==> config.mk <==
export PLATFORM = sky130hd
export DESIGN_NAME = imem_loader
export DESIGN_NICKNAME = d
export VERILOG_FILES = /design/src/rtl/imem_loader_pkg.sv /design/src/rtl/imem_loader_byte_packer.sv /design/src/rtl/imem_loader.sv
export SDC_FILE = /design/constraint.sdc
export NUM_CORES = 1
export LEC_CHECK = 0
export CORE_ASPECT_RATIO = 1.75
export CORE_MARGIN = 8
export CORE_UTILIZATION = 37
export CTS_BUF_LIST = sky130_fd_sc_hd__clkbuf_2
export DETAILED_ROUTE_END_ITERATION = 10
export PLACE_DENSITY = 0.63
export SYNTH_ARGS = -nofsm -noshare
export SYNTH_HDL_FRONTEND = slang
export SYNTH_HIERARCHICAL = 1
export SYNTH_SLANG_ARGS = --single-unit
==> constraint.sdc <==
create_clock -name clk -period 3.25 [get_ports clk]
set_input_delay 0.65 -clock clk [delete_from_list [all_inputs] [get_ports clk]]
set_output_delay 0.65 -clock clk [all_outputs]
set_load 0.05 [all_outputs]
==> src/rtl/imem_loader_pkg.sv <==
// Shared types and constants for the instruction-memory boot loader.
// Stream format: 16-bit little-endian word count N, then N little-endian 32-bit words.
package imem_loader_pkg;

  localparam int BYTES_PER_WORD = 4;
  localparam int HDR_BYTES      = 2;
  localparam int WORD_W         = 32;

  typedef enum logic [2:0] {
    IDLE,
    HDR0,
    HDR1,
    DATA,
    WRITE,
    DONE,
    ERR
  } loader_state_t;

  // States in which a new load may be requested.
  function automatic logic can_start(input loader_state_t s);
    return (s == IDLE) || (s == DONE) || (s == ERR);
  endfunction

  // States that count as a load in progress.
  function automatic logic is_busy(input loader_state_t s);
    return (s == HDR0) || (s == HDR1) || (s == DATA) || (s == WRITE);
  endfunction

endpackage

==> src/rtl/imem_loader_byte_packer.sv <==
// Little-endian byte-to-word assembler: byte k of a word lands in lane k.
// word_valid flags the load that completes the current word.
module byte_packer
  import imem_loader_pkg::*;
(
  input  logic              clk,
  input  logic              rst_n,
  input  logic              load,
  input  logic              clear,
  input  logic [7:0]        data,
  output logic [WORD_W-1:0] word,
  output logic              word_valid
);

  logic [1:0] cnt_reg;
  logic [1:0] cnt_next;

  always_comb begin
    cnt_next = cnt_reg;
    if (clear) begin
      cnt_next = 2'd0;
    end else if (load) begin
      cnt_next = cnt_reg + 2'd1;
    end
  end

  always_ff @(posedge clk or negedge rst_n) begin
    if (!rst_n) begin
      cnt_reg <= 2'd0;
    end else begin
      cnt_reg <= cnt_next;
    end
  end

  assign word_valid = load && !clear && (cnt_reg == 2'(BYTES_PER_WORD - 1));

  // Each lane captures only the byte whose position matches the counter.
  genvar gi;
  generate
    for (gi = 0; gi < BYTES_PER_WORD; gi++) begin : g_lane
      logic [7:0] lane_reg;

      always_ff @(posedge clk or negedge rst_n) begin
        if (!rst_n) begin
          lane_reg <= 8'd0;
        end else if (load && !clear && (cnt_reg == 2'(gi))) begin
          lane_reg <= data;
        end
      end

      assign word[gi*8 +: 8] = lane_reg;
    end
  endgenerate

endmodule

==> src/rtl/imem_loader.sv <==
// Boot loader: parses count + words from a byte stream, writes instruction memory,
// and keeps the core in reset until the whole program has been written.
module imem_loader
  import imem_loader_pkg::*;
#(
  parameter int DEPTH_WORDS = 256,
  parameter int ADDR_W      = 32
) (
  input  logic              clk,
  input  logic              rst_n,
  input  logic              start,
  input  logic              s_valid,
  input  logic [7:0]        s_data,
  output logic              s_ready,
  output logic              imem_we,
  output logic [ADDR_W-1:0] imem_addr,
  output logic [31:0]       imem_wdata,
  output logic              busy,
  output logic              done,
  output logic              error,
  output logic [15:0]       words_loaded,
  output logic              core_rst_n
);

  localparam logic [16:0] DEPTH_LIM = 17'(DEPTH_WORDS);

  loader_state_t state_reg;
  loader_state_t state_next;

  logic [15:0]       n_reg;
  logic [15:0]       n_next;
  logic [15:0]       words_loaded_reg;
  logic [15:0]       words_loaded_next;

  logic              xfer;
  logic              start_ok;
  logic              pack_load;
  logic              pack_clear;
  logic [WORD_W-1:0] pack_word;
  logic              pack_word_valid;

  assign s_ready  = (state_reg == HDR0) || (state_reg == HDR1) || (state_reg == DATA);
  assign xfer     = s_valid && s_ready;
  assign start_ok = start && can_start(state_reg);

  byte_packer u_packer (
    .clk        (clk),
    .rst_n      (rst_n),
    .load       (pack_load),
    .clear      (pack_clear),
    .data       (s_data),
    .word       (pack_word),
    .word_valid (pack_word_valid)
  );

  always_comb begin
    state_next = state_reg;
    n_next     = n_reg;
    pack_load  = 1'b0;
    pack_clear = 1'b0;

    case (state_reg)
      IDLE, DONE, ERR: begin
        if (start_ok) begin
          state_next = HDR0;
          pack_clear = 1'b1;
        end
      end

      HDR0: begin
        if (xfer) begin
          n_next     = {n_reg[15:8], s_data};
          state_next = HDR1;
        end
      end

      HDR1: begin
        if (xfer) begin
          n_next = {s_data, n_reg[7:0]};
          if (n_next == 16'd0) begin
            state_next = DONE;
          end else if ({1'b0, n_next} > DEPTH_LIM) begin
            state_next = ERR;
          end else begin
            state_next = DATA;
          end
        end
      end

      DATA: begin
        pack_load = xfer;
        if (pack_word_valid) begin
          state_next = WRITE;
        end
      end

      WRITE: begin
        if ((words_loaded_reg + 16'd1) == n_reg) begin
          state_next = DONE;
        end else begin
          state_next = DATA;
        end
      end

      default: begin
        state_next = IDLE;
      end
    endcase
  end

  // Word counter doubles as the write index, so it advances at the end of WRITE.
  always_comb begin
    words_loaded_next = words_loaded_reg;
    if (start_ok) begin
      words_loaded_next = 16'd0;
    end else if (state_reg == WRITE) begin
      words_loaded_next = words_loaded_reg + 16'd1;
    end
  end

  always_ff @(posedge clk or negedge rst_n) begin
    if (!rst_n) begin
      state_reg        <= IDLE;
      n_reg            <= 16'd0;
      words_loaded_reg <= 16'd0;
    end else begin
      state_reg        <= state_next;
      n_reg            <= n_next;
      words_loaded_reg <= words_loaded_next;
    end
  end

  assign imem_we      = (state_reg == WRITE);
  assign imem_addr    = ADDR_W'({words_loaded_reg, 2'b00});
  assign imem_wdata   = pack_word;
  assign busy         = is_busy(state_reg);
  assign done         = (state_reg == DONE);
  assign error        = (state_reg == ERR);
  assign words_loaded = words_loaded_reg;
  // The core only runs once a complete program sits in memory.
  assign core_rst_n   = (state_reg == DONE);

endmodule

==> impl_metrics.py, run 1 <==
metrics = {
    "detailed_routing": {
        "drcViolationCount": 0,
        "viasPerCell": 5.11,
        "routedWlPerCell_um": 16.9,
        "ant_nets": 0,
        "dr.pass1.iters": 4,
        "num_vias": 2811,
        "drt_iter0_markers": 91,
        "finalWirelength_mm": 9.31,
    },
    "yosys": {
        "synth-xor-area-share_pct": 7.66,
        "synth_seq_cells": 69,
        "synth_fa_ha_area_share_pct": 1.61,
        "syn_area_sq_um": 3890,
        "synth_top_family_by_area": "simple AND/OR/NAND/NOR gates",
        "yosysWarningCount": 6,
        "syn_inst": 351,
        "synth_edf_count": 0,
        "synth_compound_gate_area_share_pct": 7.34,
        "async_flop_share_pct": 100,
        "avgSynthCellArea_sq_um": 11.1,
        "synthDistinctLibCells": 51,
        "ys.flop_type": "dfrtp_1",
        "synth_mux_area_share_pct": 13.9,
        "synth-simple-area-share_pct": 15.9,
        "yosysSeqAreaShare_pct": 44.4,
    },
    "placed_design": {
        "io_buffers": 81,
        "hpwl_mm": 7.04,
        "gp_congestion": 0.858,
        "dpl_cell_area_sq_um": 4640,
    },
    "setup_path": {
        "path_buf_inv": 2,
        "worst_path_dominant_cell_family": "simple AND/OR/NAND/NOR gates",
        "critPathCaptureType": "primary output",
        "crit_path_max_incr_delay_ns": 0.72,
        "path_class": "register to primary output",
        "crit_path_cell_trace": "or3b_2 -> inv_1 -> buf_4",
        "cp.required_ns": 2.60,
        "start_kind": "register",
        "cpMaxStageDelayCell": "or3b_2",
        "critPathArrivalTime_ns": 2.39,
        "path_max_fanout": 18,
    },
    "sta": {
        "finalSetupViolCount": 0,
        "relSlewSlack_pct": 42.9,
        "hold_viol": 0,
        "rsz0062_at_grt": "false",
        "finalCritPeriodShare_pct": 93.5,
        "fmax_mhz": 329,
        "finalCriticalPeriod_ns": 3.04,
        "maxSlewViolCount": 0,
        "fin_skew_ns": 0.0194,
        "fin_setup_tns_ns": 0,
        "worst_pin_slew_ns": 0.857,
    },
    "pwr": {
        "power_density_nw_per_um2": 960,
        "p_leak_nw": 2.14,
        "ir_drop_mv": 0.617,
    },
    "clock_tree": {
        "clk_latency_ns": 0.51,
        "post_cts_buffers": 0,
        "ctsResizeCount": 0,
        "clk_pin_slew_ns": 0.19,
        "cts_buffer_depth": 2,
        "cts-root-buf": "clkbuf_2",
        "holdBufCountCts": 0,
        "cts_sinks": 69,
        "h-tree-depth": 3,
        "numCtsBuffers": 9,
        "cts_tree": "yes",
    },
    "cells_and_area": {
        "drive_gt1_share_pct": 21.1,
        "final_nets": 434,
        "syn_to_final_growth_pct": 22.7,
        "final_cell_mix": "clkdlybuf4s50_1 (79), dfrtp_1 (69), mux2_2 (45)",
        "largest_register_ffs": 32,
        "fin_area_sq_um": 4770,
        "final_common_cell": "clkdlybuf4s50_1",
    },
    "die": {
        "fp.dieArea_sq_um": 14200,
        "fp.dieH_um": 152,
        "coreArea_sq_um": 10200,
        "die_x_um": 93.5,
        "io_pins": 98,
        "start_util_pct": 38.0,
        "row_count": 49,
    },
    "grt": {
        "grt_pass1_vias": 2928,
        "antenna_found_initial": 0,
        "grt_use_total_pct": 13.6,
        "grt_pass1_wl_mm": 15.0,
        "gr-total-overflow": 0,
        "grt_max_degree": 70,
    },
    "run_status": {
        "status": "finished clean",
    },
    "worst_hold_path": {
        "holdCritPathClass": "input port to asynchronous set/reset pin",
    },
    "job": {
        "maxCapViolCount": 0,
    },
}
-- layer usage --
| layer | share of wire, % | global-route usage [%] | up-vias | routed length [um] |
|---|---|---|---|---|
| met2 | 53 | 24.2 | 97 | 4930 |
| met5 | 0 | 0 | - | 0 |
| met4 | 3.6 | 7.30 | 0 | 335 |
| met1 | 36 | 13.8 | 1364 | 3330 |
| li1 | - | - | 1323 | - |
| met3 | 7.7 | 4.14 | 27 | 713 |
-- metrics by stage --
stage / utilization, % / std cells / hold slack, ns / power (mW) / setup WS (ns)
after floorplan: - / 366 / 0.354 / 3.31 / 0.672
after global placement: 45.3 / 533 / 0.488 / 4.04 / 0.591
after detailed placement: 45.3 / 533 / 0.496 / 4.08 / 0.539
after CTS: 46.6 / 549 / 0.294 / 4.64 / 0.141
after global routing: 46.6 / 549 / 0.332 / 4.86 / 0.0428
final: 46.6 / 550 / 0.296 / 4.58 / 0.210
-- final cells by class --
type                            instances  area (sq um)
Tap cell                              127           159
Clock inverter                          6          77.6
Inverter                                7          26.3
Clock buffer                           10          50.0
Timing Repair Buffer                   89           863
Multi-Input combinational cell        241          1870
Sequential cell                        69          1730
Antenna cell                            1          2.50
Fill cell                             958          5470
-- cell usage after synthesis (all sizes together) (3+ instances only) --
| master | number | area, sq um |
|---|---|---|
| a21oi | 9 | 45.0 |
| buf | 40 | 292 |
| clkbuf | 9 | 33.8 |
| dfrtp | 69 | 1730 |
| ha | 5 | 62.6 |
| inv | 7 | 26.3 |
| mux2 | 46 | 522 |
| nand2 | 19 | 71.3 |
| nand3 | 6 | 40.0 |
| nand3b | 4 | 80.1 |
| nand4 | 8 | 80.1 |
| nor2 | 27 | 101 |
| nor3 | 6 | 30.0 |
| nor4 | 10 | 105 |
| o21ai | 16 | 80.1 |
| or3 | 3 | 20.0 |
| xnor2 | 24 | 210 |
| xor2 | 10 | 87.6 |
-- where the power goes --
| part | internal (mW) | total (mW) | switching, mW | leakage (nW) |
|---|---|---|---|---|
| logic | 1.00 | 2.55 | 1.55 | 1.17 |
| registers | 1.19 | 1.48 | 0.292 | 0.884 |
| clock network | 0.251 | 0.548 | 0.297 | 0.0808 |
-- kinds of logic after synthesis --
group | Yosys count
compound gates | 43
buf+inv | 56
other cells | 1
fa+ha+maj | 5
mux | 48
xor+xnor | 34
simple gates | 95
flops | 69
-- final timing paths --
check | start | endpoint | slack, ns | cells after the start
worst min-delay path | rst_n | words_loaded[14]$_DFFE_PN0P_ | 0.30 | 2
worst min register to register | u_packer/g_lane[1].lane_reg[2]$_DFFE_PN0P_ | u_packer/g_lane[1].lane_reg[2]$_DFFE_PN0P_ | 0.53 | 1
worst max register to register | words_loaded[0]$_DFFE_PN0P_ | state_reg[1]$_DFFE_PN0P_ | 0.72 | 7
max in group asynchronous | rst_n | words_loaded[2]$_DFFE_PN0P_ | 2.39 | 2
min in group clk | u_packer/g_lane[1].lane_reg[2]$_DFFE_PN0P_ | u_packer/g_lane[1].lane_reg[2]$_DFFE_PN0P_ | 0.53 | 1
worst max-delay path | state_reg[0]$_DFFE_PN0P_ | imem_we | 0.21 | 3
Note: power is estimated with default switching activity, not from simulation.
==> run 2: changes to the inputs <==
Settings changed: CELL_PAD_IN_SITES_DETAIL_PLACEMENT from default to 0, CELL_PAD_IN_SITES_GLOBAL_PLACEMENT from default to 1, CTS_CLUSTER_DIAMETER from default to 150, PLACE_DENSITY 0.63 to 0.78.
==> run 2 against run 1 <==
Compared with the run above:
- flip-flop and latch count unchanged
- via count increased by 1.3%
- worst setup slack improved by 0.0080 ns
- total power decreased by 3.2%
- routed wire length increased by 1.7%
- final area decreased by 0.84%
- final cell count increased by 0.18%
- critical path type unchanged
- critical endpoint is now busy
==> impl_metrics.py, run 2 (synthesis gave the netlist of run 1 again) <==
metrics = {
    "run_status": {
        "status": "finished clean",
    },
    "setup_path": {
        "path_buf_inv": 1,
        "critPathLaunch": "state_reg[0]$_DFFE_PN0P_",
        "critPathCaptureType": "primary output",
        "start_kind": "register",
        "cp.required_ns": 2.60,
        "path_class": "register to primary output",
        "cpMaxStageDelayCell": "clkdlybuf4s50_1",
        "path_max_fanout": 18,
        "r2r_start": "words_loaded[0]$_DFFE_PN0P_",
        "crit_path_max_incr_delay_ns": 0.82,
        "critPathArrivalTime_ns": 2.38,
        "crit_path_cell_trace": "nor2_1 -> xnor2_1 -> clkdlybuf4s50_1",
        "worst_path_dominant_cell_family": "buffers and inverters",
    },
    "sta": {
        "fin_skew_ns": 0.0186,
        "finalCriticalPeriod_ns": 3.03,
        "fmax_mhz": 330,
        "worst_pin_slew_ns": 0.788,
        "rsz0062_at_grt": "false",
        "hold_viol": 0,
        "relSlewSlack_pct": 47.5,
        "fin_setup_tns_ns": 0,
        "maxSlewViolCount": 0,
        "finalSetupViolCount": 0,
        "finalCritPeriodShare_pct": 93.3,
    },
    "pwr": {
        "p_int_mw": 2.29,
        "p_comb_share_pct": 57.6,
        "sequentialPowerShare_pct": 33.6,
        "finalPower_mw": 4.44,
        "power_density_nw_per_um2": 937,
        "ir_drop_mv": 0.556,
        "p_sw_share_pct": 48.4,
        "p_clk_share_pct": 8.9,
        "p_leak_nw": 2.12,
        "p_switching_mw": 2.15,
    },
    "clock_tree": {
        "ctsResizeCount": 0,
        "clk_latency_ns": 0.50,
        "clk_pin_slew_ns": 0.19,
        "cts_sinks": 69,
        "post_cts_buffers": 0,
        "cts_tree": "yes",
        "cts_buffer_depth": 2,
        "h-tree-depth": 3,
        "cts-root-buf": "clkbuf_2",
        "numCtsBuffers": 9,
        "holdBufCountCts": 0,
    },
    "die": {
        "fp.dieArea_sq_um": 14200,
        "row_count": 49,
        "start_util_pct": 38.0,
        "die_x_um": 93.5,
        "coreArea_sq_um": 10200,
        "io_pins": 98,
        "fp.dieH_um": 152,
    },
    "grt": {
        "grt_use_total_pct": 13.8,
        "grt_max_degree": 37,
        "grt_pass1_vias": 2856,
        "antenna_found_initial": 1,
        "grt_pass1_wl_mm": 15.0,
        "gr-total-overflow": 0,
    },
    "placed_design": {
        "io_buffers": 81,
        "hpwl_mm": 7.28,
        "dp_cells": 534,
        "gp_congestion": 0.817,
    },
    "job": {
        "maxCapViolCount": 0,
    },
    "detailed_routing": {
        "routedWlPerCell_um": 17.2,
        "finalWirelength_mm": 9.46,
        "drt-met1-wl_mm": 3.49,
        "drcViolationCount": 0,
        "dr_wl_met2_mm": 5.01,
        "dr.pass1.iters": 4,
        "maxUsedRoutingLayer": "met4",
        "viasPerCell": 5.17,
        "num_vias": 2847,
        "drt_iter0_markers": 110,
        "ant_nets": 0,
        "dr_wl_met3_um": 691,
    },
    "cells_and_area": {
        "final_cell_mix": "clkdlybuf4s50_1 (79), dfrtp_1 (69), mux2_2 (45)",
        "drive_gt1_share_pct": 21.3,
        "final_nets": 435,
        "final_core_util_pct": 46.2,
        "final_common_cell": "clkdlybuf4s50_1",
        "largest_register_ffs": 32,
        "layoutNonFillerInstCount": 551,
        "syn_to_final_growth_pct": 21.7,
    },
    "worst_hold_path": {
        "holdCritPathClass": "input port to asynchronous set/reset pin",
    },
}
## run 2: changes by cell type in the layout (fill, tap and decap cells not counted), sizes merged
cell      delta
clkinv       +1
clkinvlp     +1
bufinv       -2
buf          +1
## run 2: path summary, 6_finish.rpt
check	end	slack, ns	cells after the start
max reg2reg	state_reg[1]$_DFFE_PN0P_	0.74	7
min	n_reg[15]$_DFFE_PN0P_	0.19	1
max in group asynchronous	u_packer/g_lane[0].lane_reg[2]$_DFFE_PN0P_	2.26	2
min reg2reg	u_packer/g_lane[1].lane_reg[4]$_DFFE_PN0P_	0.53	1
max	busy	0.22	3
min in group clk	u_packer/g_lane[1].lane_reg[4]$_DFFE_PN0P_	0.53	1
## run 2: cell type report
class                      count  area (sq um)
inverter                       7          26.3
fill                         979          5510
antenna                        1          2.50
multi-input combinational    241          1870
clock inverter                 6          30.0
clock buffer                  10          50.0
tap                          127           159
timing repair buffer          90           871
sequential                    69          1730
## run 2: worst reg2reg max path: cells and delay by family (launching register included)
kind | cells | cell delay, ns
flip-flops | 1 | 0.52
AO/OA/AOI/OAI | 3 | 0.82
AND/OR/NAND/NOR | 3 | 0.80
adder cells (fa/ha/maj) | 1 | 0.28
## run 2: power by group through the flow
stage | Combinational (mW) | Clock, mW | Sequential, mW
after detailed placement | 2.58 | 0 | 1.51
after global placement | 2.56 | 0 | 1.49
after global routing | 2.70 | 0.452 | 1.54
final | 2.55 | 0.393 | 1.49
after CTS | 2.59 | 0.410 | 1.49
after floorplan | 1.17 | 0 | 2.14
## run 2: per-stage QoR
stage / cell area [sq um] / worst slack [ns] / hold slack (ns)
global route: 4730 / 0.0215 / 0.198
finish: 4730 / 0.218 / 0.190
CTS: 4730 / 0.151 / 0.171
global placement: 4650 / 0.600 / 0.488
detailed placement: 4650 / 0.547 / 0.492
floorplan: 3950 / 0.672 / 0.354
## run 2: routing by layer
| metal | track usage, % | up-vias |
|---|---|---|
| li1 | - | 1321 |
| met1 | 14.5 | 1400 |
| met2 | 24.4 | 110 |
| met3 | 3.50 | 16 |
| met4 | 7.79 | 0 |
| met5 | 0 | - |
